--- src/rtl/i_fetch.sv ---
// Instruction-fetch stage: owns the PC, keeps one memory request in flight and
// buffers returned words in a small queue that feeds decode one per cycle.
module i_fetch #(
    parameter int                ADDR_W   = 32,
    parameter logic [ADDR_W-1:0] RESET_PC = {ADDR_W{1'b0}},
    parameter int                Q_DEPTH  = 2
) (
    input  logic              clk,
    input  logic              rst,
    input  logic              hold,
    input  logic              halt,
    input  logic              redirect,
    input  logic [ADDR_W-1:0] redirect_pc,
    output logic              imem_req,
    output logic [ADDR_W-1:0] imem_addr,
    input  logic              imem_rvalid,
    input  logic [31:0]       imem_rdata,
    output logic [31:0]       instruction,
    output logic              instr_valid,
    output logic [ADDR_W-1:0] instr_pc,
    output logic              halted
);

    typedef enum logic [0:0] {
        ST_RUN    = 1'b0,
        ST_HALTED = 1'b1
    } state_e;

    state_e            state_q, state_d;
    logic [ADDR_W-1:0] pc_q, pc_d;
    logic [ADDR_W-1:0] tag_pc_q, tag_pc_d;
    logic              outstanding_q, outstanding_d;
    logic              stale_q, stale_d;
    logic [1:0]        count_q, count_d;
    logic              rd_ptr_q, rd_ptr_d;
    logic              wr_ptr_q, wr_ptr_d;
    logic [31:0]       q_data_q [Q_DEPTH];
    logic [31:0]       q_data_d [Q_DEPTH];
    logic [ADDR_W-1:0] q_pc_q   [Q_DEPTH];
    logic [ADDR_W-1:0] q_pc_d   [Q_DEPTH];

    logic [2:0]        occ_s;
    logic              issue_s;
    logic              resp_s;
    logic              push_s;
    logic              pop_s;
    logic              valid_s;

    // Next-state logic: issue, response capture, queue push/pop, halt and redirect.
    always_comb begin
        state_d       = state_q;
        pc_d          = pc_q;
        tag_pc_d      = tag_pc_q;
        outstanding_d = outstanding_q;
        stale_d       = stale_q;
        count_d       = count_q;
        rd_ptr_d      = rd_ptr_q;
        wr_ptr_d      = wr_ptr_q;
        q_data_d      = q_data_q;
        q_pc_d        = q_pc_q;

        // Counting the in-flight word as occupied makes a push into a full queue impossible.
        occ_s   = {1'b0, count_q} + {2'b00, outstanding_q};
        valid_s = (count_q != 2'd0);
        issue_s = rst && (state_q == ST_RUN) && !redirect && !outstanding_q
                  && (occ_s < 3'(Q_DEPTH));
        resp_s  = imem_rvalid && outstanding_q;
        push_s  = resp_s && !stale_q && !redirect;
        pop_s   = valid_s && !hold && !redirect;

        if (redirect) begin
            count_d  = 2'd0;
            rd_ptr_d = 1'b0;
            wr_ptr_d = 1'b0;
            pc_d     = redirect_pc & ~ADDR_W'(3);
            state_d  = ST_RUN;
            if (resp_s) begin
                outstanding_d = 1'b0;
                stale_d       = 1'b0;
            end else if (outstanding_q) begin
                stale_d = 1'b1;
            end else begin
                stale_d = stale_q;
            end
        end else begin
            if (resp_s) begin
                outstanding_d = 1'b0;
                stale_d       = 1'b0;
            end else if (issue_s) begin
                outstanding_d = 1'b1;
                pc_d          = pc_q + ADDR_W'(4);
                tag_pc_d      = pc_q;
            end else begin
                outstanding_d = outstanding_q;
            end

            if (push_s) begin
                q_data_d[wr_ptr_q] = imem_rdata;
                q_pc_d[wr_ptr_q]   = tag_pc_q;
                wr_ptr_d           = ~wr_ptr_q;
            end else begin
                wr_ptr_d = wr_ptr_q;
            end

            if (pop_s) begin
                rd_ptr_d = ~rd_ptr_q;
            end else begin
                rd_ptr_d = rd_ptr_q;
            end

            case ({push_s, pop_s})
                2'b10:   count_d = count_q + 2'd1;
                2'b01:   count_d = count_q - 2'd1;
                default: count_d = count_q;
            endcase

            case (state_q)
                ST_RUN:    state_d = halt ? ST_HALTED : ST_RUN;
                ST_HALTED: state_d = ST_HALTED;
                default:   state_d = ST_RUN;
            endcase
        end
    end

    // Output decode from the queue head and the request gate.
    always_comb begin
        imem_req    = issue_s;
        imem_addr   = issue_s ? pc_q : {ADDR_W{1'b0}};
        instr_valid = valid_s;
        instruction = valid_s ? q_data_q[rd_ptr_q] : 32'h0000_0000;
        instr_pc    = valid_s ? q_pc_q[rd_ptr_q] : {ADDR_W{1'b0}};
        halted      = (state_q == ST_HALTED);
    end

    // State registers with synchronous active-low reset.
    always_ff @(posedge clk) begin
        if (!rst) begin
            state_q       <= ST_RUN;
            pc_q          <= RESET_PC;
            tag_pc_q      <= {ADDR_W{1'b0}};
            outstanding_q <= 1'b0;
            stale_q       <= 1'b0;
            count_q       <= 2'd0;
            rd_ptr_q      <= 1'b0;
            wr_ptr_q      <= 1'b0;
            for (int i = 0; i < Q_DEPTH; i++) begin
                q_data_q[i] <= 32'h0000_0000;
                q_pc_q[i]   <= {ADDR_W{1'b0}};
            end
        end else begin
            state_q       <= state_d;
            pc_q          <= pc_d;
            tag_pc_q      <= tag_pc_d;
            outstanding_q <= outstanding_d;
            stale_q       <= stale_d;
            count_q       <= count_d;
            rd_ptr_q      <= rd_ptr_d;
            wr_ptr_q      <= wr_ptr_d;
            q_data_q      <= q_data_d;
            q_pc_q        <= q_pc_d;
        end
    end

endmodule

--- config.mk ---
export PLATFORM = sky130hd
export DESIGN_NAME = i_fetch
export DESIGN_NICKNAME = d
export VERILOG_FILES = /design/src/rtl/i_fetch.sv
export SDC_FILE = /design/constraint.sdc
export NUM_CORES = 1
export LEC_CHECK = 0
export CAP_MARGIN = 40
export CORE_MARGIN = 5
export CORE_UTILIZATION = 40
export CTS_CLUSTER_SIZE = 24
export DETAILED_ROUTE_END_ITERATION = 6
export PLACE_DENSITY_LB_ADDON = 0.08
export SKIP_CTS_REPAIR_TIMING = 1
export SLEW_MARGIN = 15
export SYNTH_ARGS = -nofsm -noshare
export SYNTH_HDL_FRONTEND = slang
export SYNTH_SLANG_ARGS = --single-unit
--- constraint.sdc ---
create_clock -name clk -period 2.99 [get_ports clk]
set_input_delay 0.897 -clock clk [delete_from_list [all_inputs] [get_ports clk]]
set_output_delay 0.897 -clock clk [all_outputs]
set_load 0.005 [all_outputs]
**After elaboration in Yosys (flattened, before gate mapping)**

Index checks and enable logic that the tools add are counted.

- Register bits: 199
- Bits of input ports: 70

- Equal/unequal tests: 4
- Reduce and logical (&&, ||, !) cells: 27
- Order comparisons: 4
- Add/subtract/negate cells: 4
- Mux-type cells: 26
- Bitwise operators: 8

Operators by type and width:

| operator | number |
|---|---|
| two-way mux 32 bit | 13 |
| bitwise mux 64 bit | 2 |
| adder 32 x 3 -> 32 bit (second input constant) | 1 |
| demux 32 bit (select 1 bit) | 1 |
| nonzero test 2 bit | 6 |
| logical AND 1 bit | 10 |
| AND reduction 2 bit | 5 |
| two-way mux 1 bit | 8 |
| NOT 1 bit | 6 |
| >= comparator 2 bit (second input constant) | 2 |
| zero test 1 bit | 4 |
| NOT 1 -> 2 bit | 2 |
| case mux 2 bit (2 select lines) | 1 |
| adder 2 x 1 -> 3 bit | 1 |
| < comparator 3 x 2 -> 1 bit (second input constant) | 1 |
| AND reduction 3 bit | 1 |
| adder 2 x 1 -> 2 bit (second input constant) | 1 |
| equality test 2 x 1 -> 1 bit (second input constant) | 1 |
| equality test 2 bit (second input constant) | 1 |
| < comparator 2 x 1 -> 1 bit (second input constant) | 1 |
| inequality test 2 x 1 -> 1 bit (second input constant) | 1 |
| inequality test 2 bit (second input constant) | 1 |
| case mux 1 bit (2 select lines) | 1 |
| OR reduction 2 bit | 1 |
| subtractor 2 x 1 -> 2 bit (second input constant) | 1 |

**Longest topological paths before layout**

- Depth after elaboration: 8
- Gate-level depth with buffers: 9
- Gate-level depth less buffers: 8

**Least setup slack after synthesis**

No wires, ideal clock.

- Kind: input -> output
- From: in rst
- To: out imem_addr[24]
- Buffers on the path: 3
- Arrival: 1.933 ns
- Setup slack: 0.160 ns
- Cell stages on the path: 8
- Data required time: 2.093 ns
- Path through: clkbuf_1 -> nor2b_1 -> nand2_1 -> inv_1 -> buf_2 -> buf_2 -> nand2_1 -> inv_1

- Longest elaborated chain between the ends: 5

RTL lines:

| what | line | RTL |
|---|---|---|
| start, declared | 9 | `input logic rst,` |
| logical AND 1 bit (3 in series) | 65 | `issue_s = rst && (state_q == ST_RUN) && !redirect && !outstanding_q` |
| logical AND 1 bit | 66 | `&& (occ_s < 3'(Q_DEPTH));` |
| net imem_req | 14 | `output logic imem_req,` |
| two-way mux 32 bit | 128 | `imem_addr = issue_s ? pc_q : {ADDR_W{1'b0}};` |
| end, declared | 15 | `output logic [ADDR_W-1:0] imem_addr,` |

The timed path passes the listed nets, and every way through them passes these cells.

**Worst setup path after layout**

- From: in redirect
- To: out imem_req

- Longest elaborated chain between the ends: 4

RTL lines:

| what | line | RTL |
|---|---|---|
| start, declared | 12 | `input logic redirect,` |
| zero test 1 bit | 65 |  |
| logical AND 1 bit (2 in series) | 65 |  |
| logical AND 1 bit | 66 |  |
| end, declared | 14 |  |

Every way passes these cells.

==> flow_summary.yaml <==
clock_network:
  cts_made_buffers: 17
  clkTransAtPathRegs_ps: 70
  cts_sinks: 191
  cts_tree: "built"
  worstSkewPairLatency_ps: 420
  cts.path.max_buffers: 2
  htree_levels: 4
  cts-root-buf: "clkbuf_16"
global_route:
  grt_max_degree: 89
  first_global_vias: 7474
  grt_pass1_wl_um: 39300
  track_usage_pct: 19.8
  antenna_found_initial: 2
  gr-total-overflow: 0
timing:
  relSlewSlack_pct: 48.6
  max_freq_mhz: 341
  rsz0062_at_grt: "true"
  worst_pin_slew_ps: 771
  final.setup.worst_slack_ps: 55.6
  clock_skew_ps: 9.74
  finalHoldViolations: 0
  min_period_over_period_pct: 98.1
  period_needed_ps: 2930
  maxSlewViolCount: 0
  finalSetupViolCount: 0
drt:
  dr_total_vias: 7664
  drt-total-wl_um: 24900
  ant_nets: 0
  drt_pass1_iterations: 4
  post-route-drc-count: 0
  viasPerCell: 4.93
  wl_per_cell_um: 16.0
  drt_iter0_drc: 459
cells_and_area:
  syn_to_final_growth_pct: 33.6
  seq_area_um2: 3830
  drive_gt1_share_pct: 9.11
  finalNonFillerCells: 1554
  multiInputGateArea_um2: 4450
  fillers: 2123
  final_nets: 1334
  diodes: 0
power_and_ir_drop:
  power_frac_comb_pct: 8.1
  leakage_nw: 4.42
  pwr_density_cell_nw_per_um2: 461
  power_frac_seq_pct: 49.6
  p_int_mw: 4.08
  switching_share_pct: 23.9
  power_frac_clock_pct: 42.3
  max-vdd-ir-drop_mv: 0.361
  p_sw_mw: 1.28
die:
  pin_count: 169
  row_count: 54
  die_h_um: 158
  die_w_um: 158
  die_area_um2: 24800
  start_util_pct: 40.3
  core_um2: 21600
logic_synthesis:
  yosys.area.top_type: "dfxtp_1"
  ys_seq_area_share_pct: 43.9
  synth_ff_type: "dfxtp_1"
  synthMuxAreaShare_pct: 7.12
  synth_compound_area_share_pct: 16.9
  yosys-top-cells-count: "nand2_1, dfxtp_1, a21boi_0"
  syn_area_um2: 8710
  synth_most_common_cell: "nand2_1"
  synth-edff-count: 0
  ys_ff_latch: 191
  synth_top_family_by_area: "simple AND/OR/NAND/NOR gates"
  synth.area.top_cells: "dfxtp_1, nand2_1, a21boi_0"
  synth-xor-area-share_pct: 3.02
  yosysTopAreaCellShare_pct: 43.9
  yosys_warnings: 0
  synth_adder_area_share_pct: 0.287
  synth-simple-area-share_pct: 23.2
  yosysUniqueCellTypes: 39
  ys_async_sr_fraction_pct: 0
  syn_area_per_cell_um2: 7.91
  synthCells: 1101
worst_setup_path:
  crit_chain: "dlymetal6s2s_1, nor2b_2, nand2_2, clkinv_4, buf_8, clkdlybuf4s50_1"
  r2r_slack_ps: 630
  startpoint_type: "input port"
  cp.arrival_ps: 2040
  crit_type: "input port to output pin"
  cp_num_buf_inv: 4
  cp_slowest_cell: "clkdlybuf4s50_1"
  r2r_start: "pc_q[3]"
  max_stage_delay_ps: 490
  crit_required_ps: 2090
  endpoint_kind: "output pin"
  rr_endpoint: "pc_q[22]"
  r2r_cells: 6
  crit_family: "buffers and inverters"
  cp_max_fo: 6
run_status:
  status: "finished clean"
min_path:
  min-delay-start: "q_data_q[41]"
  hold_end: "q_data_q[41]"
  hold_depth: 2
  min_path_type: "register to register"
placed_design:
  dp_slack_ps: -587
  dp.cells: 1505
  gp_congestion: 0.778
  portBuffers: 162
  hpwl_um: 16300
flow_run:
  cap_violations: 0
-- cells in the final DEF, fill, tap and decap left out, types with 25 or more instances in the layout --
cell	instances
buf_4	41
o21ai_0	30
dfxtp_1	190
dlymetal6s2s_1	25
clkdlybuf4s50_1	130
a21boi_0	155
inv_1	34
nor2_1	72
nand2_1	343
mux2i_1	62
-- registers in the layout (all words and copies together) (netlist names) --
register,cells
q_data_q,64
q_pc_q,60
pc_q,30
tag_pc_q,30
count_q,2
halted,1
outstanding_q,1
rd_ptr_q,1
stale_q,1
wr_ptr_q,1
-- through the flow --
stage | power [mW] | TNS [ps] | area (um^2) | util (%) | hold WS (ps)
after floorplan | 2.90 | 0 | 8720 | - | 443
final | 5.36 | 0 | 11600 | 53.8 | 462
after global routing | 5.57 | -5.74 | 11600 | 53.8 | 484
after CTS | 5.39 | -17220 | 11400 | 52.7 | 465
after global placement | 3.12 | -15860 | 10800 | 49.9 | 451
after detailed placement | 3.13 | -16780 | 10800 | 50.0 | 455
-- worst register-to-register path, delay by kind of cell (launching register included) --
family	cells	cell delay (ps)
AND/OR/NAND/NOR	3	1240
flip-flops	1	470
adder cells (fa/ha/maj)	1	290
XOR/XNOR	1	170
AO/OA/AOI/OAI	1	130
-- worst max path at each step --
stage	startpoint	to	slack (ps)	cells past startpoint
6_report	redirect	imem_req	60	6
5_1_grt	redirect	imem_addr[12]	-3	10
4_1_cts	redirect	imem_addr[11]	-600	8
3_5_place_dp	redirect	imem_addr[27]	-590	8
3_3_place_gp	redirect	imem_addr[29]	-550	8
2_1_floorplan	rst	imem_addr[24]	160	8
-- power groups by stage --
stage	Clock, mW	Combinational (mW)	Sequential (mW)
6_report	2.27	0.435	2.66
5_1_grt	2.44	0.475	2.66
4_1_cts	2.32	0.413	2.66
3_5_place_dp	0	0.411	2.72
3_3_place_gp	0	0.407	2.72
2_1_floorplan	0	0.207	2.69
-- area by class of cell --
type	instances	area share (%)
Sequential cell	191	32.9
Timing Repair Buffer	219	19.7
Clock inverter	12	1.16
Multi-Input combinational cell	797	38.3
Inverter	36	1.20
Clock buffer	19	3.81
Tap cell	280	3.01
-- kinds of logic after synthesis --
kind of cell             after synthesis
AO/OA/AOI/OAI                        213
multiplexers                          62
other                                  1
flip-flops                           191
XOR/XNOR                              30
adder cells (fa/ha/maj)                2
buffers and inverters                116
AND/OR/NAND/NOR                      486
-- per-layer routing --
layer / share of wire, % / track usage, % / wire [um] / vias up
li1: - / - / - / 3901
met1: 46 / 25.9 / 11500 / 3587
met2: 48 / 33.5 / 11900 / 149
met3: 4.8 / 4.21 / 1190 / 23
met4: 1.1 / 4.63 / 284 / 4
met5: 0.10 / 0 / 25 / -
No activity file was read; power rests on OpenSTA's default activity.
